### src/rtl/button_event_decoder_pkg.sv
// -----------------------------------------------------------------------------
// btn_event_pkg
// Shared definitions for the button event decoder:
//   - btn_state_e : FSM state encoding (IDLE=0, PRESS=1, GAP=2, HELD=3)
//   - DEF_*       : default hold / gap durations and counter width
//                   (5 s long press and 300 ms gap window at 50 MHz)
//   - SIM_*       : short durations used for simulation
//   - is_holding  : true for the states in which the button counts as held
// The double-press feature is selected by the BTN_DOUBLE_EN macro in
// button_event_decoder.sv; the encoding here does not depend on it.
// -----------------------------------------------------------------------------
package btn_event_pkg;

   typedef enum logic [1:0] {
      ST_IDLE  = 2'd0,
      ST_PRESS = 2'd1,
      ST_GAP   = 2'd2,
      ST_HELD  = 2'd3
   } btn_state_e;

   localparam int unsigned DEF_LONG_CYCLES = 250000000;
   localparam int unsigned DEF_GAP_CYCLES  = 15000000;
   localparam int unsigned DEF_CNT_W       = 28;

   localparam int unsigned SIM_LONG_CYCLES = 20;
   localparam int unsigned SIM_GAP_CYCLES  = 8;

   function automatic logic is_holding(input btn_state_e st);
      return (st == ST_PRESS) || (st == ST_HELD);
   endfunction

endpackage

### src/rtl/button_event_decoder_if.sv
// -----------------------------------------------------------------------------
// button_event_decoder_if
// Signal bundle between a button decoder and its surroundings.
//   en, db_level                       : driven by the master (control side)
//   press_short/press_long/press_double: single-cycle event pulses
//   holding                            : level, button considered held
//   state_dbg                          : current FSM state encoding
// Valid/ready note: there is no backpressure; each event pulse is valid for
// exactly one cycle and the consumer must accept it in that cycle.
// Modports: master (control FSM / testbench), slave (decoder).
// -----------------------------------------------------------------------------
interface button_event_decoder_if;

   logic       en;
   logic       db_level;
   logic       press_short;
   logic       press_long;
   logic       press_double;
   logic       holding;
   logic [1:0] state_dbg;

   modport master (
      output en,
      output db_level,
      input  press_short,
      input  press_long,
      input  press_double,
      input  holding,
      input  state_dbg
   );

   modport slave (
      input  en,
      input  db_level,
      output press_short,
      output press_long,
      output press_double,
      output holding,
      output state_dbg
   );

endinterface

### src/rtl/button_event_decoder_hold_timer.sv
// -----------------------------------------------------------------------------
// hold_timer
// CNT_W-bit up counter with synchronous clear and count enable, plus a
// terminal compare against one of two limits.
//   clk, reset : clock, asynchronous active-high reset
//   clear_i    : force counter to 0 (has priority over en_i)
//   en_i       : increment by 1
//   sel_i      : 0 -> compare against LIMIT_A, 1 -> compare against LIMIT_B
//   term_o     : high while count == selected limit - 1
// -----------------------------------------------------------------------------
module hold_timer #(
   parameter int unsigned CNT_W   = 28,
   parameter int unsigned LIMIT_A = 2,
   parameter int unsigned LIMIT_B = 2
) (
   input  logic clk,
   input  logic reset,
   input  logic clear_i,
   input  logic en_i,
   input  logic sel_i,
   output logic term_o
);

   localparam logic [CNT_W-1:0] LIM_A_M1 = CNT_W'(LIMIT_A - 1);
   localparam logic [CNT_W-1:0] LIM_B_M1 = CNT_W'(LIMIT_B - 1);

   logic [CNT_W-1:0] cnt_q;
   logic [CNT_W-1:0] cnt_d;

   always_comb begin
      cnt_d = cnt_q;
      if (clear_i) begin
         cnt_d = '0;
      end else if (en_i) begin
         cnt_d = cnt_q + 1'b1;
      end
   end

   always_ff @(posedge clk or posedge reset) begin
      if (reset) begin
         cnt_q <= '0;
      end else begin
         cnt_q <= cnt_d;
      end
   end

   assign term_o = (cnt_q == (sel_i ? LIM_B_M1 : LIM_A_M1));

endmodule

### src/rtl/button_event_decoder.sv
// -----------------------------------------------------------------------------
// button_event_decoder
// Turns a debounced button level into single-cycle user events: short press,
// long press (hold for LONG_CYCLES) and, when BTN_DOUBLE_EN is defined, double
// press (re-press within GAP_CYCLES of a release). Without BTN_DOUBLE_EN the
// GAP state is unreachable, press_double is 0 and a short press is reported
// right after the release.
// Ports:
//   clk, reset : clock, asynchronous active-high reset
//   bus        : button_event_decoder_if.slave (en, db_level in; events,
//                holding, state_dbg out). All outputs are registered.
// -----------------------------------------------------------------------------
module button_event_decoder
   import btn_event_pkg::*;
#(
   parameter int unsigned LONG_CYCLES = DEF_LONG_CYCLES,
   parameter int unsigned GAP_CYCLES  = DEF_GAP_CYCLES,
   parameter int unsigned CNT_W       = DEF_CNT_W
) (
   input  logic                         clk,
   input  logic                         reset,
   button_event_decoder_if.slave        bus
);

   btn_state_e state_q, state_d;
   logic       db_prev_q;
   logic       rise, fall;
   logic       term;
   logic       short_q, short_d;
   logic       long_q, long_d;
   logic       double_q, double_d;
   logic       holding_q, holding_d;

   assign rise = bus.db_level & ~db_prev_q;
   assign fall = ~bus.db_level & db_prev_q;

   // Counter restarts on every state change; it only needs to run in the
   // states that have a time limit.
   hold_timer #(
      .CNT_W   (CNT_W),
      .LIMIT_A (LONG_CYCLES),
      .LIMIT_B (GAP_CYCLES)
   ) u_hold_timer (
      .clk     (clk),
      .reset   (reset),
      .clear_i ((state_d != state_q) || !bus.en),
      .en_i    ((state_q == ST_PRESS) || (state_q == ST_GAP)),
      .sel_i   (state_q == ST_GAP),
      .term_o  (term)
   );

   // State / output register. db_prev resets to 1 so a button held through
   // reset must be released and pressed again before anything happens.
   always_ff @(posedge clk or posedge reset) begin
      if (reset) begin
         state_q   <= ST_IDLE;
         db_prev_q <= 1'b1;
         short_q   <= 1'b0;
         long_q    <= 1'b0;
         double_q  <= 1'b0;
         holding_q <= 1'b0;
      end else begin
         state_q   <= state_d;
         db_prev_q <= bus.db_level;
         short_q   <= short_d;
         long_q    <= long_d;
         double_q  <= double_d;
         holding_q <= holding_d;
      end
   end

   // Next-state logic
   always_comb begin
      state_d = state_q;
      if (!bus.en) begin
         state_d = ST_IDLE;
      end else begin
         unique case (state_q)
            ST_IDLE:  if (rise) state_d = ST_PRESS;
            ST_PRESS: begin
               if (bus.db_level && term) begin
                  state_d = ST_HELD;
               end else if (fall) begin
`ifdef BTN_DOUBLE_EN
                  state_d = ST_GAP;
`else
                  state_d = ST_IDLE;
`endif
               end
            end
            ST_GAP: begin
`ifdef BTN_DOUBLE_EN
               // A re-press takes priority over window expiry.
               if (rise)      state_d = ST_HELD;
               else if (term) state_d = ST_IDLE;
`else
               state_d = ST_IDLE;
`endif
            end
            ST_HELD:  if (fall) state_d = ST_IDLE;
            default:  state_d = ST_IDLE;
         endcase
      end
   end

   // Output logic: event pulses accompany the transitions above.
   always_comb begin
      short_d   = 1'b0;
      long_d    = 1'b0;
      double_d  = 1'b0;
      holding_d = is_holding(state_d);
      if (bus.en) begin
         unique case (state_q)
            ST_PRESS: begin
               if (bus.db_level && term) begin
                  long_d = 1'b1;
               end else if (fall) begin
`ifndef BTN_DOUBLE_EN
                  short_d = 1'b1;
`endif
               end
            end
            ST_GAP: begin
`ifdef BTN_DOUBLE_EN
               if (rise)      double_d = 1'b1;
               else if (term) short_d  = 1'b1;
`endif
            end
            default: ;
         endcase
      end
   end

   assign bus.press_short  = short_q;
   assign bus.press_long   = long_q;
   assign bus.press_double = double_q;
   assign bus.holding      = holding_q;
   assign bus.state_dbg    = state_q;

endmodule

### src/flat_wrapper.sv
// flat-port wrapper written by rule: the top's interface ports become plain ports
module button_event_decoder_flat import btn_event_pkg::*;
#(
   parameter int unsigned LONG_CYCLES = DEF_LONG_CYCLES,
   parameter int unsigned GAP_CYCLES  = DEF_GAP_CYCLES,
   parameter int unsigned CNT_W       = DEF_CNT_W
)
  (clk, reset, bus_en, bus_db_level, bus_press_short, bus_press_long, bus_press_double, bus_holding, bus_state_dbg);
  button_event_decoder_if bus_i ();
  input  logic clk;
  input  logic reset;
  input wire logic [$bits(bus_i.en)-1:0] bus_en;
  input wire logic [$bits(bus_i.db_level)-1:0] bus_db_level;
  output wire logic [$bits(bus_i.press_short)-1:0] bus_press_short;
  output wire logic [$bits(bus_i.press_long)-1:0] bus_press_long;
  output wire logic [$bits(bus_i.press_double)-1:0] bus_press_double;
  output wire logic [$bits(bus_i.holding)-1:0] bus_holding;
  output wire logic [$bits(bus_i.state_dbg)-1:0] bus_state_dbg;
  assign bus_i.en = bus_en;
  assign bus_i.db_level = bus_db_level;
  assign bus_press_short = bus_i.press_short;
  assign bus_press_long = bus_i.press_long;
  assign bus_press_double = bus_i.press_double;
  assign bus_holding = bus_i.holding;
  assign bus_state_dbg = bus_i.state_dbg;
  button_event_decoder #(.LONG_CYCLES(LONG_CYCLES), .GAP_CYCLES(GAP_CYCLES), .CNT_W(CNT_W)) u_core (.clk(clk), .reset(reset), .bus(bus_i));
endmodule
### config.mk
export PLATFORM = sky130hd
export DESIGN_NAME = button_event_decoder_flat
export DESIGN_NICKNAME = d
export VERILOG_FILES = /design/src/rtl/button_event_decoder_pkg.sv /design/src/rtl/button_event_decoder_if.sv /design/src/rtl/button_event_decoder_hold_timer.sv /design/src/rtl/button_event_decoder.sv /design/src/flat_wrapper.sv
export SDC_FILE = /design/constraint.sdc
export NUM_CORES = 1
export LEC_CHECK = 0
export ABC_AREA = 1
export CELL_PAD_IN_SITES_DETAIL_PLACEMENT = 1
export CELL_PAD_IN_SITES_GLOBAL_PLACEMENT = 2
export CORE_MARGIN = 5
export CORE_UTILIZATION = 38
export DETAILED_ROUTE_END_ITERATION = 16
export PLACE_DENSITY_LB_ADDON = 0.08
export SYNTH_ARGS = -nofsm -noshare
export SYNTH_HDL_FRONTEND = slang
export SYNTH_SLANG_ARGS = --single-unit
### constraint.sdc
create_clock -name clk -period 5.4 [get_ports clk]
set_input_delay 0.81 -clock clk [delete_from_list [all_inputs] [get_ports clk]]
set_output_delay 0.81 -clock clk [all_outputs]
set_load 0.01 [all_outputs]
; Word-level counts from Yosys, hierarchy flattened
; Index checks and enable logic that the tools add are counted.
[word_totals]
register_bits = 34
elab_cells = 40
inputBits = 4
[classes]
eq_ne = 7
add_sub_neg = 1
bitwise_logic = 4
reduce_logical = 7
mux = 15
[op_table]
columns = op, n
row1 = $mux W28, 3
row2 = $add A28 B1 Y28 const B, 1
row3 = $eq A28 B28 Y1, 1
row4 = $mux W2, 4
row5 = $pmux W2 S4, 1
row6 = $mux W1, 7
row7 = $eq A2 B2 Y1 const B, 3
row8 = $eq A2 B1 Y1 const B, 2
row9 = $logic_or A1 B1 Y1, 3
row10 = $and A1 B1 Y1, 2
row11 = $logic_not A2 Y1, 1
row12 = $ne A2 B2 Y1, 1
row13 = $not A1 Y1, 2
row14 = $reduce_bool A2 Y1, 1
row15 = $logic_and A1 B1 Y1, 1
row16 = $logic_not A1 Y1, 1

; Longest topological paths before layout
[depth]
ltp_word = 10
mapped_depth = 16

; By module
; From an unflattened synthesis, not the netlist that was laid out.
[unflattened]
hier_cells = 304
area_unflattened_um2 = 2140.8
[modules_own_cells]
columns = module, n_inst, seq_area_each_um2, area_each_um2, cells_per_inst
row1 = hold_timer, 1, 700.7, 1790.5, 254
row2 = button_event_decoder, 1, 126.4, 350.3, 50

; Worst setup path before layout
; OpenSTA, ideal clock, no wires.
[synth_timing]
path_kind = reg2reg
from = reg u_core.bus.holding (netlist name)
to = reg u_core.u_hold_timer.cnt_q[27]
stages_incl_launch_ff = 14
t_required_ns = 5.327
synth_period_minus_slack_ns = 2.152
setup_ns = 0.073
setup_slack_ns = 3.248
arrival_ns = 2.079
cell_sequence = dfrtp_1 inv_1 ha_1 buf_4 inv_2 nor2_2 nand3_1 nor3b_2 nand3_1 nor2_1 nand2_1 nand2_1 nand2_1 nor2_1
[synth_lines]
columns = item, line
row1 = end signal: assignment, button_event_decoder_hold_timer.sv:43  ; cnt_q <= cnt_d;
row2 = end: declaration, button_event_decoder_hold_timer.sv:27  ; logic [CNT_W-1:0] cnt_q;

==> metrics <==
status=finished clean; Port Buf Inserts=8; CP Max Fanout=7; post-route minimum period=2750 ps; Slew @ Worst Pin=607 ps; period utilization=0.510; Syn Inst Count=299; fill cell total of the finished layout=749; power density over the cells=206 nW/um^2; drt drc=0; number of global-route vias before repair=1994; synthesized flop and latch total=33; top_reg_cell synth=dfrtp_1; cell depth of the worst hold path=2; clock sink total=33; Clk Latency, worst-skew pair=approximately 290 ps; min-delay src=u_core.u_hold_timer.cnt_q[1]$_DFFE_PP0P_; most frequent cells in the layout=nand2_1, inv_1, nor2_1, dfrtp_1, nand3_1; Setup Buffers After CTS=0; Mapped Area=2240 sq um; synthesis-to-finish area growth=9.70%; P_leak=0.977 nW; Final Hold Fails=0; pre-CTS WS=2360 ps; CTS Buf Count=5; share of cells above drive strength 1=0.126; largest stage delay on the critical path=520 ps; sequential area share after synthesis=0.369; Buf/Inv on CP=2; fraction of registers with async set/reset=1.00; Yosys cell types=33; # nets final=318; post-synthesis average cell area=7.50 sq um; R2R Path End=u_core.u_hold_timer.cnt_q[27]$_DFFE_PP0P_; remaining global-route overflow=0; Crit path max-delay family=simple AND/OR/NAND/NOR gates; core area=5820 sq um; RSZ-0062 raised after global routing=false; Hold EP=u_core.u_hold_timer.cnt_q[1]$_DFFE_PP0P_; critical path endpoint category=flip-flop; DR WL/cell=13.9 um; setup ws final=2650 ps; io pins=10; Setup violations, final=0; setup TNS=0 ps; vias per cell=4.76; Post-synth EDFFs=0; FMAX=~360 MHz; root buf cell=clkbuf_8; Final Slew Violations=0; Die Area=7540 sq um; WS Path Type=flip-flop to flip-flop; initial detailed-routing violation count=54; CTS tree=done; crit-path most repeated cell=nand2_1; Setup Skew=4.17 ps; Reg2Reg Setup Slack=2650 ps; Final Wtd Congestion=0.792; Initial Util=0.386; Storage cell area=approximately 830 sq um; slowest stage cell, crit path=ha_1; DRT Pass-1 Iters=4; crit path launch type=flip-flop; CTS resizes=0; final instance area=around 2500 sq um; yosys warns=0; initial antenna violation count=0; worst hold path type=flip-flop to flip-flop; largest net degree at the start of global routing=34; Req. time, crit path=5600 ps; DRT antenna net count=0; clk slew on worst S/H paths=70 ps; CP cell instances=inv_1 -> ha_1 -> inv_2 -> nor2_2 -> nand3_1 -> nor3b_2 -> nand3_1 -> nor2_1 -> nand2_1 -> nand2_1 -> nand2_1 -> nor2_1; Multi-input gate area=1170 sq um; Placed Area=between 2000 and 2500 sq um; final WL=5350 um; die width=86.8 um; # rows=28; GRT Total Usage=0.166; routed vias=1827; first-pass GRT wire length=9570 um; Worst Reg-to-Reg Cells=12; Worst EP arrival=2960 ps; fin util=0.423; die height=86.8 um; Hold-fix buffers, CTS=0; syn_nets=308; Worst slew margin=0.595; ANT cells=0; H-Tree Level Count=2; commonest non-fill, non-tap cell in the layout=nand2_1; Final HPWL DP=4110 um; VDD IR-drop max=92.7 uV; max-cap viol count=0; Max Root-Sink Buffers=2; RR Startpoint=u_core.bus.holding$_DFF_PP0_; total power=0.508 mW
## per-layer routing
| metal | GRT usage | part of all wire |
|---|---|---|
| met1 | 0.214 | 0.48 |
| met2 | 0.279 | 0.49 |
| met3 | 0.0314 | 0.017 |
| met4 | 0.0510 | 0.014 |
| met5 | 0 | 0 |
## area by class of cell
class / count / area share
Tap cell: 75 / 0.0381
Timing Repair Buffer: 9 / 0.0356
Clock buffer: 7 / 0.0351
Inverter: 51 / 0.0783
Sequential cell: 33 / 0.336
Multi-Input combinational cell: 209 / 0.477
## state kept, by name, indices dropped and copies added, names as in the netlist
signal and count:
u_core.bus.press_long 1, u_core.bus.press_short 1, u_core.bus.state_dbg 1, u_core.db_prev_q 1, u_core.u_hold_timer.cnt_q 28, u_core.bus.holding 1
## Yosys cell counts, types with 3 or more instances
| master | instances | area [sq um] |
|---|---|---|
| nor2_2 | 9 | 56.3 |
| dfrtp_1 | 32 | 801 |
| nor2_1 | 48 | 180 |
| nand4_1 | 5 | 31.3 |
| inv_1 | 48 | 180 |
| xor2_1 | 19 | 166 |
| nor3_1 | 12 | 60.1 |
| nand2_1 | 57 | 214 |
| nand3_1 | 20 | 100 |
| ha_1 | 5 | 62.6 |
| o21ai_0 | 3 | 15.0 |
| nand2_2 | 3 | 18.8 |
| nor2_4 | 11 | 124 |
| buf_4 | 3 | 22.5 |
## through the flow
step / hold WS [ps] / instances
after floorplan: 528 / 299
after global placement: 550 / 377
after detailed placement: 574 / 377
after CTS: 590 / 384
after global routing: 636 / 384
final: 586 / 384
## logic make-up (layout without fill, tap and decap cells)
group | count (synthesis) | after routing | synth area share
compound gates | 11 | 11 | 0.0335
xor+xnor | 21 | 21 | 0.0820
fa+ha+maj | 5 | 5 | 0.0279
buf+inv | 57 | 67 | 0.108
flops | 33 | 33 | 0.369
mux | 1 | 1 | 0.00446
other cells | 1 | 1 | 0.00167
simple gates | 170 | 170 | 0.374
## power breakdown
| group | switching (mW) | leakage (nW) | total [mW] | internal (mW) |
|---|---|---|---|---|
| Combinational | 0.0431 | 0.476 | 0.0609 | 0.0178 |
| Sequential | 0.00387 | 0.456 | 0.254 | 0.250 |
| Clock | 0.0921 | 0.0443 | 0.193 | 0.101 |
| Total | 0.139 | 0.977 | 0.508 | 0.369 |
## worst max-delay path by stage
stage	end	startpoint	depth (start not counted)
6_report	u_core.u_hold_timer.cnt_q[27]$_DFFE_PP0P_	u_core.bus.holding$_DFF_PP0_	12
4_1_cts	u_core.u_hold_timer.cnt_q[27]$_DFFE_PP0P_	u_core.bus.holding$_DFF_PP0_	12
5_1_grt	u_core.u_hold_timer.cnt_q[27]$_DFFE_PP0P_	u_core.bus.holding$_DFF_PP0_	12
3_5_place_dp	u_core.u_hold_timer.cnt_q[4]$_DFFE_PP0P_	bus_db_level	13
3_3_place_gp	u_core.u_hold_timer.cnt_q[22]$_DFFE_PP0P_	bus_db_level	13
2_1_floorplan	u_core.u_hold_timer.cnt_q[27]$_DFFE_PP0P_	u_core.bus.holding$_DFF_PP0_	13
## worst min-delay path, stage by stage, from the launching register on
cell and delay (ps):
dfrtp_1 370, mux2i_1 80, nor2_1 100
Note: power is estimated with default switching activity, not from simulation.
